**src/rtl/sap_core_param.sv**
```systemverilog
// Parametrised SAP-style accumulator CPU with carry/zero flags, branches and a program-load port.
// Every instruction takes one FETCH and one EXEC cycle; ena freezes all state including RAM.
module sap_core_param #(
    parameter int DATA_W = 8,
    parameter int ADDR_W = 4
) (
    input  logic              clk,
    input  logic              rst_n,
    input  logic              ena,
    input  logic              run,
    input  logic              prog_we,
    input  logic [ADDR_W-1:0] prog_addr,
    input  logic [DATA_W-1:0] prog_data,
    output logic [DATA_W-1:0] out_data,
    output logic              out_valid,
    output logic              halted,
    output logic              busy,
    output logic [ADDR_W-1:0] pc
);

    localparam int DEPTH = 1 << ADDR_W;

    localparam logic [1:0] S_IDLE  = 2'd0;
    localparam logic [1:0] S_FETCH = 2'd1;
    localparam logic [1:0] S_EXEC  = 2'd2;
    localparam logic [1:0] S_HALT  = 2'd3;

    localparam logic [3:0] OP_LDA = 4'h1;
    localparam logic [3:0] OP_ADD = 4'h2;
    localparam logic [3:0] OP_SUB = 4'h3;
    localparam logic [3:0] OP_STA = 4'h4;
    localparam logic [3:0] OP_LDI = 4'h5;
    localparam logic [3:0] OP_JMP = 4'h6;
    localparam logic [3:0] OP_JC  = 4'h7;
    localparam logic [3:0] OP_JZ  = 4'h8;
    localparam logic [3:0] OP_OUT = 4'hE;
    localparam logic [3:0] OP_HLT = 4'hF;

    logic [1:0]        r_state;
    logic [ADDR_W-1:0] r_pc;
    logic [DATA_W-1:0] r_a;
    logic [DATA_W-1:0] r_b;
    logic [3:0]        r_ir_op;
    logic [ADDR_W-1:0] r_ir_arg;
    logic              r_c;
    logic              r_z;
    logic [DATA_W-1:0] r_out;
    logic              r_out_vld;
    logic [DATA_W-1:0] r_mem [DEPTH];

    logic              w_loadable;
    logic              w_prog_wr;
    logic              w_sta_wr;
    logic              w_is_sub;
    logic [DATA_W-1:0] w_mem_op;
    logic [DATA_W-1:0] w_alu_b;
    logic [DATA_W:0]   w_alu;

    // Only the opcode and operand fields of IR are kept; the middle bits are don't-care.
    assign w_loadable = (r_state == S_IDLE) || (r_state == S_HALT);
    assign w_prog_wr  = ena && w_loadable && prog_we;
    assign w_sta_wr   = ena && (r_state == S_EXEC) && (r_ir_op == OP_STA);
    assign w_mem_op   = r_mem[r_ir_arg];
    assign w_is_sub   = (r_ir_op == OP_SUB);
    assign w_alu_b    = w_is_sub ? ~w_mem_op : w_mem_op;
    assign w_alu      = {1'b0, r_a} + {1'b0, w_alu_b} + (DATA_W+1)'(w_is_sub);

    always_ff @(posedge clk) begin
        if (w_prog_wr)
            r_mem[prog_addr] <= prog_data;
        else if (w_sta_wr)
            r_mem[r_ir_arg] <= r_a;
    end

    always_ff @(posedge clk or negedge rst_n) begin
        if (!rst_n) begin
            r_state   <= S_IDLE;
            r_pc      <= '0;
            r_a       <= '0;
            r_b       <= '0;
            r_ir_op   <= '0;
            r_ir_arg  <= '0;
            r_c       <= 1'b0;
            r_z       <= 1'b0;
            r_out     <= '0;
            r_out_vld <= 1'b0;
        end else if (ena) begin
            r_out_vld <= 1'b0;
            case (r_state)
                S_IDLE, S_HALT: begin
                    if (run) begin
                        r_state <= S_FETCH;
                        r_pc    <= '0;
                        r_a     <= '0;
                        r_b     <= '0;
                        r_c     <= 1'b0;
                        r_z     <= 1'b0;
                    end
                end
                S_FETCH: begin
                    r_ir_op  <= r_mem[r_pc][DATA_W-1 -: 4];
                    r_ir_arg <= r_mem[r_pc][ADDR_W-1:0];
                    r_pc     <= r_pc + ADDR_W'(1);
                    r_state  <= S_EXEC;
                end
                S_EXEC: begin
                    r_state <= S_FETCH;
                    case (r_ir_op)
                        OP_LDA: r_a <= w_mem_op;
                        OP_ADD, OP_SUB: begin
                            r_b <= w_mem_op;
                            r_a <= w_alu[DATA_W-1:0];
                            r_c <= w_alu[DATA_W];
                            r_z <= (w_alu[DATA_W-1:0] == '0);
                        end
                        OP_LDI: r_a <= {{(DATA_W-ADDR_W){1'b0}}, r_ir_arg};
                        OP_JMP: r_pc <= r_ir_arg;
                        OP_JC:  if (r_c) r_pc <= r_ir_arg;
                        OP_JZ:  if (r_z) r_pc <= r_ir_arg;
                        OP_OUT: begin
                            r_out     <= r_a;
                            r_out_vld <= 1'b1;
                        end
                        OP_HLT: r_state <= S_HALT;
                        default: ;
                    endcase
                end
                default: r_state <= S_IDLE;
            endcase
        end
    end

    assign out_data  = r_out;
    assign out_valid = r_out_vld;
    assign halted    = (r_state == S_HALT);
    assign busy      = (r_state == S_FETCH) || (r_state == S_EXEC);
    assign pc        = r_pc;

endmodule

```
**config.mk**
```make
export PLATFORM = sky130hd
export DESIGN_NAME = sap_core_param
export DESIGN_NICKNAME = d
export VERILOG_FILES = /design/src/rtl/sap_core_param.sv
export SDC_FILE = /design/constraint.sdc
export NUM_CORES = 1
export LEC_CHECK = 0
export CAP_MARGIN = 10
export CORE_ASPECT_RATIO = 1.2
export CORE_MARGIN = 8
export CORE_UTILIZATION = 30
export CTS_BUF_LIST = sky130_fd_sc_hd__clkbuf_2 sky130_fd_sc_hd__clkbuf_4 sky130_fd_sc_hd__clkbuf_8
export DETAILED_ROUTE_END_ITERATION = 10
export PLACE_DENSITY = 0.5
export SLEW_MARGIN = 25
export SYNTH_ARGS = -nofsm -noshare
export SYNTH_HDL_FRONTEND = slang
export SYNTH_SLANG_ARGS = --single-unit
```
**constraint.sdc**
```tcl
create_clock -name clk -period 5.7 [get_ports clk]
set_clock_uncertainty 0.1 [all_clocks]
set_input_delay 1.71 -clock clk [delete_from_list [all_inputs] [get_ports clk]]
set_output_delay 1.71 -clock clk [all_outputs]
set_load 0.1 [all_outputs]
```
==> qor.txt <==
status - complete, no violations
GP Congestion - 0.8441
vias - 4929
Seq pwr share - 36.4%
postcts setup bufs - 0
layout cells sized above 1 - 22.51%
RSZ-0062 raised after global routing - no
Core Box Area - 26840 sq um
final worst slack - 1275 ps
Root Buffer - clkbuf_8
CTS tree - done
asr flop ratio synth - 20.50%
Detail Route Antenna Nets - 0
Synth Instances - 527
fmax - 226.0 MHz
cts repair resizes - 0
switch share - 40.69%
maxcap violations - 0
vias per inst - 5.399
fin. max-slew vios - 0
Yosys reg bits - 161
largest net degree at the start of global routing - 43
htree depth - 4
Initial Utilization - 30.13%
Hold WC Path Type - register to register
main flop type after synthesis - edfxtp_1
Area Overhead vs Synth - 13.15%
Net Count, Synth - 558
crit share post-route - 77.64%
fin crit period - 4425 ps
P_sw - 1.723 mW
NumNets Final - 593
Final Hold Fails - 0
Slew HR - 31.57%
clock power share - 17.2%
slowest CP cell - clkdlybuf4s50_1
DP Area - 8826 sq um
number of flops mapped to enable cells by yosys - 128
Yosys cell types - 53
Final setup viols - 0
GRT Residual Overflow - 0
# port buffers - 31
Fillers - 2544
CP Max Fanout - 8
synth warn - 0
Overall Power - 4.234 mW
clock sink count - 161
I/O pins - 32
clock tree buffer depth - 2
worst skew pair latency - 450 ps
die outline width - 165.9 um
WP data required - 3890 ps
Setup CP Type - register to output pin
Synth Area per Inst - 15.34 sq um
DRC - 0
Pwr per Cell Area - 462.7 nW/um^2
vias in the first global route - 5082
row count - 66
Die Height - 195.9 um
CP Cell Sequence - inv_1 > ha_1 > inv_2 > clkdlybuf4s50_1
antenna violations before repair - 0
most frequent cells in the layout - edfxtp_1 (128), mux4_2 (70), nand2_1 (56), nor2_1 (32), dfrtp_1 (31)
cts bufs inserted - 17
internal power - 2.511 mW
Reg clk slew, reported paths - 90 ps
GRT Util Overall - 14.16%
commonest non-fill, non-tap cell in the layout - edfxtp_1
post-synthesis sequential area ratio - 57.74%
setup TNS - 0 ps
first-pass GRT wire length - 34220 um
worst slew pin tran - 1023 ps
# diodes - 0
CP Capture Type - output pin
drt pass-1 iters - 5
Post-DP HPWL - 16490 um
slowest cell delay on critical path - 1140 ps
drt total wl - 22520 um
die area - 32490 sq um
critical path data arrival time - 2620 ps
static leakage - 3.064 nW
final instance area - 9150 sq um
mapped cell area - 8087 sq um
maximum VDD drop - 188.8 uV
1st-iter DRT viols - 514
worst slack at placement - 1112 ps
combinational share of power - 46.5%
CP Launch Type - register
CTS Hold Bufs - 0
wire per inst - 24.66 um
-- cell families after synthesis --
family,count (synthesis),share of synthesized area (%)
DFF,161,57.74
and+or+nand+nor,120,6.731
AOI/OAI and AO/OA,74,6.034
adders and majority gates,14,2.259
buffers and inverters,46,2.305
muxes,98,23.41
xor gates and xnor gates,14,1.516
-- worst max-delay path: cells and delay by family, from the launching register on --
kind       cells  cell delay, ps
buf+inv        3            1310
fa+ha+maj      1             420
flops          1             430
-- final cells by class --
cell class                      instances  area, sq um  area share [%]
Clock buffer                           17        234.0           2.557
Clock inverter                         13        90.09          0.9845
Inverter                               14        52.55          0.5743
Multi-Input combinational cell        320         3231           35.31
Sequential cell                       161         4672           51.06
Tap cell                              340        425.4           4.649
Timing Repair Buffer                   48        445.4           4.868
-- stage by stage --
stage | instances | utilization [%] | hold slack [ps]
floorplan | 527 | - | 385.2
global placement | 883 | 32.89 | 371.5
detailed placement | 883 | 32.89 | 373.7
CTS | 913 | 34.09 | 396.3
global route | 913 | 34.09 | 414.7
finish | 913 | 34.09 | 388.8
-- per-layer routing --
layer / track usage (%) / share of wire [%] / up-vias / wire, um
met5: 0 / 0 / - / 0
met4: 4.518 / 2.1 / 0 / 473
met3: 2.172 / 4.1 / 19 / 919
met2: 25.09 / 53 / 155 / 11860
met1: 17.47 / 41 / 2598 / 9263
li1: - / - / 2157 / -
-- final timing paths --
| check | slack (ps) | cells after the start | from | to |
|---|---|---|---|---|
| min in group asynchronous | 1240 | 1 | rst_n | out_valid |
| max | 1270 | 4 | r_state[0] | busy |
| min | 390 | 1 | out_data[1] | out_data[1] |
| max in group asynchronous | 3710 | 1 | rst_n | r_ir_arg[0] |
| min reg2reg | 390 | 1 | out_data[1] | out_data[1] |
| max reg2reg | 1430 | 12 | r_ir_arg[1] | r_z |
-- cells in the mapped netlist (4+ instances only) --
master    number  area, sq um
edfxtp_1     128         3844
mux4_2        70         1577
nand2_1       56        210.2
dfrtp_1       33        825.8
nor2_1        32        120.1
clkbuf_1      23        86.33
o21ai_1       19        95.09
a21oi_1       13        65.06
ha_1          13        162.7
mux2i_1       13        130.1
inv_1         12        45.04
o221ai_1       9        78.83
xor2_1         9        78.83
mux2_1         8        90.09
o21ai_0        7        35.03
nor3_1         6        30.03
a22oi_1        5        37.54
buf_2          5        25.02
mux2_2         5        56.30
nor3b_1        5        37.54
xnor2_1        5        43.79
a31oi_1        4        25.02
and2_1         4        25.02
-- power by group through the flow --
| stage | Sequential (mW) | Combinational [mW] | Clock (mW) |
|---|---|---|---|
| finish | 1.54 | 1.97 | 0.727 |
| global route | 1.56 | 2.11 | 0.793 |
| CTS | 1.54 | 1.97 | 0.745 |
| detailed placement | 1.57 | 1.97 | 0 |
| global placement | 1.57 | 1.97 | 0 |
| floorplan | 1.53 | 1.45 | 0 |
-- flip-flops by register name, summed over array words and instances, names as in the netlist --
register and cells:
r_mem 128, out_data 8, r_a 8, pc 4, r_ir_arg 4, r_ir_op 4
r_state 2, out_valid 1, r_c 1, r_z 1
Power figures use the tool's default switching activity.
